### src/rtl/mem_req_arbiter.sv
// mem_req_arbiter
// Arbitrates a single RAM port between an instruction-fetch requester and a
// data requester. Data normally wins. A saturating starvation counter forces
// an instruction grant after STARVE_LIMIT consecutive data grants taken while
// a fetch was waiting. RAM ERROR and access timeouts abort the transaction
// and raise a sticky err flag; the requester simply re-arbitrates.

module mem_req_arbiter #(
  parameter int unsigned STARVE_LIMIT   = 4,
  parameter int unsigned TIMEOUT_CYCLES = 64
) (
  input  logic        CLK,
  input  logic        nRST,

  // Instruction fetch side
  input  logic        iREN,
  input  logic [31:0] iaddr,
  output logic [31:0] iload,
  output logic        iwait,

  // Data side
  input  logic        dREN,
  input  logic        dWEN,
  input  logic [31:0] daddr,
  input  logic [31:0] dstore,
  output logic [31:0] dload,
  output logic        dwait,

  // Processor status
  input  logic        halt,

  // RAM side
  output logic        ramREN,
  output logic        ramWEN,
  output logic [31:0] ramaddr,
  output logic [31:0] ramstore,
  input  logic [31:0] ramload,
  input  logic [1:0]  ramstate,

  // Status
  output logic [1:0]  grant,
  output logic        err
);

  // Counter widths: the starvation counter must hold STARVE_LIMIT, the
  // timeout counter must be able to reach TIMEOUT_CYCLES.
  localparam int unsigned SW = (STARVE_LIMIT   < 1) ? 1 : $clog2(STARVE_LIMIT + 1);
  localparam int unsigned TW = (TIMEOUT_CYCLES < 1) ? 1 : $clog2(TIMEOUT_CYCLES + 1);

  localparam logic [SW-1:0] STARVE_MAX = SW'(STARVE_LIMIT);
  localparam logic [TW-1:0] TIMEOUT_AT = TW'(TIMEOUT_CYCLES);

  // Encoding doubles as the grant code driven to the outside.
  typedef enum logic [1:0] {
    IDLE  = 2'd0,
    I_ACC = 2'd1,
    D_ACC = 2'd2
  } state_e;

  typedef enum logic [1:0] {
    RAM_FREE   = 2'd0,
    RAM_BUSY   = 2'd1,
    RAM_ACCESS = 2'd2,
    RAM_ERROR  = 2'd3
  } ramstate_e;

  state_e          state_q,   state_d;
  logic [SW-1:0]   starve_q,  starve_d;
  logic [TW-1:0]   timeout_q, timeout_d;
  logic            err_q,     err_d;

  ramstate_e       ram_st;
  logic            inst_req;
  logic            data_req;
  logic            owner_req;
  logic            hit;

  assign ram_st   = ramstate_e'(ramstate);
  // halt only gates new instruction grants; it is not part of owner_req, so
  // a fetch already in flight is never aborted by it.
  assign inst_req = iREN & ~halt;
  assign data_req = dREN | dWEN;

  // State, starvation counter, timeout counter and sticky error flag.
  // NOTE: sequential state is assigned with <= only, so every flop samples
  // the pre-edge value of every other flop regardless of statement order.
  always_ff @(posedge CLK or negedge nRST) begin
    if (!nRST) begin
      state_q   <= IDLE;
      starve_q  <= '0;
      timeout_q <= '0;
      err_q     <= 1'b0;
    end else begin
      state_q   <= state_d;
      starve_q  <= starve_d;
      timeout_q <= timeout_d;
      err_q     <= err_d;
    end
  end

  // Arbitration in IDLE, completion/abort handling in the ACC states.
  // NOTE: every variable gets a default at the top of the block so no path
  // leaves one unassigned, which would otherwise infer a latch.
  always_comb begin
    state_d   = state_q;
    starve_d  = starve_q;
    timeout_d = timeout_q;
    err_d     = err_q;
    owner_req = 1'b0;
    hit       = 1'b0;

    unique case (state_q)
      IDLE: begin
        if (inst_req && (!data_req || (starve_q == STARVE_MAX))) begin
          state_d   = I_ACC;
          starve_d  = '0;
          timeout_d = '0;
        end else if (data_req) begin
          state_d   = D_ACC;
          timeout_d = '0;
          // Count data grants that overtook a waiting fetch; any data grant
          // with no fetch waiting breaks the streak.
          if (inst_req) begin
            starve_d = (starve_q == STARVE_MAX) ? starve_q : starve_q + SW'(1);
          end else begin
            starve_d = '0;
          end
        end
      end

      I_ACC, D_ACC: begin
        owner_req = (state_q == I_ACC) ? iREN : data_req;
        if (!owner_req) begin
          // Requester withdrew before completion: release the RAM quietly.
          state_d = IDLE;
        end else if (ram_st == RAM_ACCESS) begin
          hit     = 1'b1;
          state_d = IDLE;
        end else begin
          timeout_d = timeout_q + TW'(1);
          if (ram_st == RAM_ERROR) begin
            err_d   = 1'b1;
            state_d = IDLE;
          end else if (timeout_d == TIMEOUT_AT) begin
            err_d   = 1'b1;
            state_d = IDLE;
          end
        end
      end

      default: begin
        state_d = IDLE;
      end
    endcase
  end

  // RAM strobes, address/data muxing and requester handshakes per owner.
  always_comb begin
    ramREN   = 1'b0;
    ramWEN   = 1'b0;
    ramaddr  = '0;
    ramstore = '0;
    iload    = '0;
    dload    = '0;
    iwait    = 1'b1;
    dwait    = 1'b1;

    unique case (state_q)
      I_ACC: begin
        ramREN  = 1'b1;
        ramaddr = iaddr;
        iload   = ramload;
        iwait   = ~hit;
      end

      D_ACC: begin
        // A simultaneous read and write request is treated as a write.
        ramWEN   = dWEN;
        ramREN   = dREN & ~dWEN;
        ramaddr  = daddr;
        ramstore = dstore;
        dload    = ramload;
        dwait    = ~hit;
      end

      default: begin
      end
    endcase
  end

  assign grant = state_q;
  assign err   = err_q;

endmodule
### config.mk
export PLATFORM = sky130hd
export DESIGN_NAME = mem_req_arbiter
export DESIGN_NICKNAME = d
export VERILOG_FILES = /design/src/rtl/mem_req_arbiter.sv
export SDC_FILE = /design/constraint.sdc
export NUM_CORES = 1
export LEC_CHECK = 0
export BUFFER_PORTS_ARGS = -buffer_cell sky130_fd_sc_hd__clkbuf_2
export CAP_MARGIN = 0
export CORE_AREA = 5 5 102 104
export CTS_CLUSTER_DIAMETER = 120
export DETAILED_ROUTE_END_ITERATION = 6
export DIE_AREA = 0 0 107 109
export GPL_ROUTABILITY_DRIVEN = 0
export PLACE_DENSITY = 0.67
export SYNTH_ARGS = -nofsm -noshare
export SYNTH_HDL_FRONTEND = slang
export SYNTH_SLANG_ARGS = --single-unit
export TNS_END_PERCENT = 1
### constraint.sdc
create_clock -name CLK -period 1.8 [get_ports CLK]
set_input_delay 0.18 -clock CLK [delete_from_list [all_inputs] [get_ports CLK]]
set_output_delay 0.18 -clock CLK [all_outputs]
set_load 0.01 [all_outputs]
==> results.txt, run 1 <==
----------------------------------------------------
[Status]
  Outcome ... finished with violations
  Violations in the final reports ... setup timing

[Placement]
  Count of input and output buffers ... 270
  # placed instances ... between 600 and 700
  Half-perimeter wire length after detailed placement ... about 8800 um
  Placement-stage worst setup slack ... -30.1 ps

[Power and ir drop]
  Combinational power share ... roughly 83%
  Leak pwr ... around 2.2 nW
  Switching power of the nets ... between 1.5 and 2 mW
  Net switching share of the total power ... between 40% and 50%
  Share of power burned in registers ... between 10 and 15%
  Clock network power share ... roughly 6.3%
  P_int ... between 2 and 2.5 mW
  Cell area power density ... ~1100 nW/um^2
  Highest ir drop seen on vdd ... approximately 0.53 mV

[Yosys]
  Synthesized area per cell ... roughly 7.4 um^2
  Net count after synthesis ... between 400 and 500
  Post-synthesis share of cell area spent on full adders, half adders and majority gates ... ~3.6%
  Distinct cell type count of the synthesized netlist ... 44
  Share of the synthesized netlist area taken by xor and xnor gates ... 0%
  Simple-gate portion of the synthesized area ... between 50 and 60%
  Multiplexer area fraction after synthesis ... under 10%
  Proportion of register bits with asynchronous set or reset after synthesis ... 100%
  Number of flops mapped to enable cells by yosys ... 0
  Dominant combinational cell family by area after synthesis ... simple AND/OR/NAND/NOR gates
  Primary FF master, synth ... dfrtp_1
  Cell count after synthesis ... 280
  Synthesis warning total ... 0
  Sequential share of the synthesized area ... between 10% and 20%
  Compound-Gate Fraction of Synth Area ... about a fifth
  Cell area after synthesis ... slightly above 2000 um^2
  Synthesized flop and latch total ... 13

[Cells and area]
  Final core area utilization ... 41.9%
  Net count of the finished layout ... just under 700
  Post-route non-filler standard cell count ... about 670
  Layout cells sized above 1 ... about three fifths
  Layout fillers ... 944
  Count of inserted antenna diode cells ... 0
  Area growth from synthesis to layout ... 91.1%

[Floorplanning]
  Number of I/O pins ... 271
  Die width ... 107 um
  CORE AREA ... 9460 um^2
  Initial standard-cell utilization of the core ... between 20% and 30%
  Chip height ... 109 um
  Area of the die ... roughly 12000 um^2
  FP Rows ... 36

[Drt]
  Routed wl met2 ... around 5600 um
  DR WL met3 ... about 600 um
  Detailed-route via count ... a little over 3000
  Wire per inst ... approximately 16 um
  Detailed-route vias per instance ... around 4.6
  Drt first pass iters ... 4
  Total wirelength of the detailed-routed design ... between 10000 and 15000 um
  Met1 WL ... about 4200 um
  Final ANT Viol Nets ... 0
  Top layer used by detailed routing ... met4
  Residual DRC count ... 0
  Count of routing violations after the opening detailed-route iteration ... about 140

[STA]
  Transition time of the tightest slew-check pin ... ~400 ps
  Max-slew violation total from the final report ... 0
  Fin worst setup slack ... -20.8 ps
  Maximum achievable frequency ... about 0.55 GHz
  Portion of the clock cycle consumed by the worst path in the final layout ... 101%
  Worst slew slack as a fraction of its limit ... between 70% and 80%
  Final Hold Viols ... 0
  Setup TNS after final layout ... -78.8 ps
  Worst hold-check slack ... between 200 and 250 ps
  Clock Skews ... between 1.5 and 2 ps
  Setup repair after global routing missed its margin ... true
  Clock period minus final worst setup slack ... 1820 ps
  Final count of negative-setup-slack endpoints ... 9

[Worst setup path]
  Worst-path fanout max ... 10
  Endpoint type of the worst setup path ... output pin
  Setup slack of the most critical reg-to-reg path ... approximately 60 ps
  Critical path type ... reg -> out
  Critical Path AT ... around 1600 ps
  Data required time of the worst path ... between 1500 and 2000 ps
  Kind of launch point of the worst setup path ... flop

[CTS]
  Longest Clk Path Bufs ... 2
  H-tree depth ... 1
  Clk_lat worst skew ... around 250 ps
  Total CTS buffers ... 3
  Clock tree from TritonCTS ... built
  Clock Tree Root ... clkbuf_8
  CTS clk-pin slew, worst paths ... around 60 ps
  Sinks on Clock Net ... 13

[Global routing]
  Pin count of the biggest net entering global routing ... 34
  Total grt overflow ... 0
  Tot GR Track Use ... between 10% and 20%
  Global-route wire length before repair ... 14900 um
  Vias in the first global route ... 2828
  Initial antenna violation count ... 0

[Run]
  Max cap viols ... 0

[Worst hold path]
  Class of the most critical hold timing path ... in -> reg

----------------------------------------------------
==> state kept, by name, summed over array words and instances (netlist names) <==
name       cells
err            1
timeout_q      7
grant          2
starve_q       3
==> cells in the final DEF, fill, tap and decap left out, drive strengths merged, types with 2 or more instances in the layout <==
cell type,instances
and3,3
nor3b,4
nor3,3
a22oi,32
ha,6
nand2b,4
nor2,4
a211o,2
a21o,3
inv,7
o311a,2
o31ai,2
a21oi,2
nand3,7
dfrtp,13
nand2,6
nor4,2
nor2b,34
o2bb2ai,2
mux2i,2
buf,48
a31oi,2
a221o,2
clkbuf,247
and2,97
==> critical path, stage by stage, from the launching register on <==
cell and delay [ps]:
dfrtp_1 400, buf_6 130, ha_4 180, buf_12 150, clkbuf_16 160, a22oi_1 170
nor2b_1 60, buf_2 140
==> cells by family (layout without fill, tap and decap cells) <==
logic type | after synthesis | count (layout)
muxes | 3 | 3
DFF | 13 | 13
adders and majority gates | 6 | 6
AOI/OAI and AO/OA | 55 | 55
buffers and inverters | 31 | 303
and+or+nand+nor | 172 | 172
==> area by class of cell <==
class | instances | area, um^2 | area share (%)
Inverter | 7 | 26.3 | 0.664
Sequential cell | 13 | 325 | 8.21
Clock buffer | 4 | 45.0 | 1.14
Timing Repair Buffer | 292 | 1680 | 42.4
Multi-Input combinational cell | 236 | 1740 | 44.0
Tap cell | 114 | 143 | 3.60
==> cell usage after synthesis, drive strengths merged (3+ instances only) <==
| cell type | count | share of area, % |
|---|---|---|
| a21o | 3 | 1.4 |
| a22oi | 32 | 12 |
| and2 | 97 | 29 |
| and3 | 3 | 1.1 |
| clkbuf | 22 | 4.0 |
| dfrtp | 13 | 16 |
| ha | 6 | 3.6 |
| inv | 7 | 1.3 |
| nand2 | 6 | 1.1 |
| nand2b | 4 | 1.2 |
| nand3 | 7 | 1.7 |
| nor2 | 4 | 0.72 |
| nor2b | 34 | 10 |
| nor3 | 3 | 0.72 |
| nor3b | 4 | 1.7 |
==> metal layers <==
layer / track usage (%) / vias to the layer above
li1: - / 1511
met2: 29.1 / 122
met4: 4.11 / 0
met1: 19.6 / 1408
met3: 2.01 / 16
met5: 0 / -
==> power groups by stage <==
stage | Clock, mW | Combinational, mW | Sequential, mW
detailed placement | 0 | 2.99 | 0.469
CTS | 0.280 | 3.28 | 0.467
global route | 0.300 | 3.88 | 0.489
floorplan | 0 | 1.74 | 0.459
finish | 0.271 | 3.55 | 0.469
global placement | 0 | 2.94 | 0.461
==> through the flow <==
stage	cell area, um^2	total power, mW
4_1_cts	3780	4.02
3_5_place_dp	3590	3.46
6_report	3960	4.29
5_1_grt	3960	4.66
3_3_place_gp	3590	3.40
2_1_floorplan	2070	2.20
==> what timing repair did <==
action                     CTS  global route
cloned                       1             3
buffers inserted             3             3
gates resized for setup     17            50
setup endpoints to repair   49            65
pin swaps                    3             2
hold buffers                 1             0
hold endpoints to repair    13             0
==> worst paths after layout <==
check / from / to / cells after the start
hold / removal: ramstate[0] / err$_DFFE_PN0P_ / 3
min in group asynchronous: nRST / err$_DFFE_PN0P_ / 2
setup / recovery: grant[1]$_DFFE_PN0P_ / ramaddr[23] / 7
setup reg to reg: grant[1]$_DFFE_PN0P_ / timeout_q[6]$_DFFE_PN0P_ / 6
max in group asynchronous: nRST / timeout_q[6]$_DFFE_PN0P_ / 2
hold reg to reg: err$_DFFE_PN0P_ / err$_DFFE_PN0P_ / 2
Power figures use the tool's default switching activity.
==> inputs of run 2 (changes only) <==
- SETUP_SLACK_MARGIN: default -> 0.05
==> run 2 against run 1 <==
The flow still finishes with violations (setup timing). Clock skew decreased by 0.80 ps. Register-to-register slack about the same. Power increased by 13%. Via count is 3.9% higher. Fmax shrank 0.91%. Wire length up 9.5%. Count of clock-buffer cells in the layout did not move.
==> results.txt, run 2 (synthesis gave the netlist of run 1 again) <==
----------------------------------------------------
[Status]
  Outcome ... finished with violations
  Violations in the final reports ... setup timing

[STA]
  Clock period minus final worst setup slack ... roughly 1800 ps
  Final Hold Viols ... 0
  Maximum achievable frequency ... approximately 0.54 GHz
  Clock Skews ... 1.10 ps
  Transition time of the tightest slew-check pin ... roughly 380 ps
  Max-slew violation total from the final report ... 0
  Setup repair after global routing missed its margin ... true
  Worst hold-check slack ... approximately 220 ps
  Portion of the clock cycle consumed by the worst path in the final layout ... 102%
  Final count of negative-setup-slack endpoints ... 9
  Fin worst setup slack ... -37.6 ps
  Worst slew slack as a fraction of its limit ... 74.5%
  Setup TNS after final layout ... -164 ps

[CTS]
  Sinks on Clock Net ... 13
  Total CTS buffers ... 3
  Clock tree from TritonCTS ... built
  CTS clk-pin slew, worst paths ... 60 ps
  H-tree depth ... 1
  Longest Clk Path Bufs ... 2
  Clk_lat worst skew ... between 200 and 250 ps
  Clock Tree Root ... clkbuf_8

[Floorplanning]
  Number of I/O pins ... about 270
  Chip height ... approximately 110 um
  Initial standard-cell utilization of the core ... 21.9%
  FP Rows ... 36
  CORE AREA ... 9460 um^2
  Area of the die ... between 10000 and 15000 um^2
  Die width ... roughly 110 um

[Drt]
  Count of routing violations after the opening detailed-route iteration ... 186
  Final ANT Viol Nets ... 0
  Drt first pass iters ... 5
  Total wirelength of the detailed-routed design ... around 12000 um
  Routed wl met2 ... ~6100 um
  DR WL met3 ... just under 700 um
  Wire per inst ... around 17 um
  Detailed-route vias per instance ... around 4.7
  Detailed-route via count ... between 3000 and 4000
  Met1 WL ... 4490 um
  Top layer used by detailed routing ... met4
  Residual DRC count ... 0

[Worst setup path]
  Total buffers and inverters traversed by the critical path ... 5
  Count of cells along the worst register-to-register path ... 7
  Endpoint of the lowest-slack register-to-register path ... timeout_q[5]$_DFFE_PN0P_
  Crit path launch ... grant[1]$_DFFE_PN0P_
  Max stage delay on crit path ... 400 ps
  Total stage count of the critical path ... 7
  Crit-path cells ... buf_6 -> ha_4 -> buf_12 -> buf_12 -> buf_4 -> and2_1 -> clkbuf_2
  Critical Path AT ... around 1700 ps
  Crit-path most repeated cell ... buf_12
  Launch instance of the worst register-to-register path ... grant[1]$_DFFE_PN0P_
  Kind of launch point of the worst setup path ... flop
  Endpoint type of the worst setup path ... output pin
  Worst-path fanout max ... 7
  Setup slack of the most critical reg-to-reg path ... 60 ps
  Cell family contributing the most delay on the critical path ... buffers and inverters
  Data required time of the worst path ... roughly 1600 ps
  Crit path capture ... ramstore[8]
  Critical path type ... reg -> out
  Cell with the largest stage delay on the worst path ... dfrtp_1

[Power and ir drop]
  Highest ir drop seen on vdd ... approximately 0.51 mV
  Cell area power density ... 1140 nW/um^2
  Leak pwr ... between 2 and 2.5 nW

[Placement]
  Count of input and output buffers ... between 200 and 300
  Half-perimeter wire length after detailed placement ... roughly 9400 um
  # placed instances ... around 660
  Total cell area at the placement stage ... between 3000 and 4000 um^2

[Cells and area]
  Post-route non-filler standard cell count ... between 600 and 700
  Count of inserted antenna diode cells ... 0
  Top reg by flops ... timeout_q
  Commonest cells after routing, fill and taps aside ... 218 x clkbuf_2, 80 x and2_1, 32 x nor2b_1
  Most frequent standard cell in the layout excluding fill and tap cells ... clkbuf_2
  Final Cell Area ... about 4300 um^2
  Layout cells sized above 1 ... between 60% and 70%
  Net count of the finished layout ... roughly 700
  Area growth from synthesis to layout ... 106%
  Flip-flop count of the largest register, all copies and words added ... 7

[Global routing]
  Vias in the first global route ... 2902
  Initial antenna violation count ... 0
  Global-route wire length before repair ... 16000 um
  Total grt overflow ... 0
  Pin count of the biggest net entering global routing ... 35
  Tot GR Track Use ... between 15 and 20%

[Worst hold path]
  Class of the most critical hold timing path ... in -> reg

[Run]
  Max cap viols ... 0

----------------------------------------------------
run 2: cell count changes in the layout (fill, tap and decap cells not counted), moves of 2 or more:
cell / change
buf_2: +3
and2_1: -16
and2_4: +16
a22oi_1: -3
a22oi_2: +3
clkbuf_2: -22
buf_6: +16
buf_12: +2
buf_4: +7
run 2: metrics by stage:
stage / setup slack (ps) / util (%) / total power [mW]
finish: -37.6 / 45.0 / 4.85
floorplan: 13.6 / - / 2.20
detailed placement: 9.52 / 38.5 / 3.60
CTS: -39.7 / 41.2 / 4.19
global placement: 54.1 / 38.5 / 3.53
global route: -100 / 45.0 / 5.23
run 2: what timing repair did:
action / 4_1_cts / 5_1_grt
endpoints found under the hold margin: 13 / 0
setup endpoints to repair: 78 / 89
gates resized for setup: 26 / 107
pin swaps: 2 / 19
hold buffers: 1 / 0
setup buffers: 3 / 3
cloned: 2 / 4
run 2: worst min path at each step:
stage / to / cells past startpoint / start
global placement: timeout_q[1]$_DFFE_PN0P_ / 1 / nRST
CTS: err$_DFFE_PN0P_ / 3 / ramstate[0]
detailed placement: timeout_q[1]$_DFFE_PN0P_ / 1 / nRST
global route: err$_DFFE_PN0P_ / 3 / ramstate[0]
floorplan: err$_DFFE_PN0P_ / 0 / nRST
finish: err$_DFFE_PN0P_ / 3 / ramstate[0]
run 2: routing by layer:
| metal | up-vias | track usage [%] |
|---|---|---|
| li1 | 1525 | - |
| met1 | 1489 | 21.5 |
| met2 | 139 | 31.9 |
| met3 | 24 | 2.31 |
| met4 | 0 | 3.84 |
| met5 | - | 0 |
run 2: layout make-up:
| type | instances | area [um^2] |
|---|---|---|
| Tap cell | 114 | 143 |
| Timing Repair Buffer | 300 | 1910 |
| Multi-Input combinational cell | 236 | 1800 |
| Sequential cell | 13 | 327 |
| Inverter | 7 | 28.8 |
| Fill cell | 928 | 5200 |
| Clock buffer | 4 | 45.0 |
run 2: report_power, final:
group / leakage (nW) / switching (mW) / total, mW / internal [mW]
clock: 0.0228 / 0.114 / 0.271 / 0.156
combinational: 2.11 / 1.90 / 4.13 / 2.23
sequential: 0.169 / 0.0842 / 0.457 / 0.372
total: 2.30 / 2.10 / 4.85 / 2.76
run 2: tightest hold or removal path, cell delays in order:
cell and delay [ps]:
clkbuf_2 110, a31oi_1 80, nand2_1 60
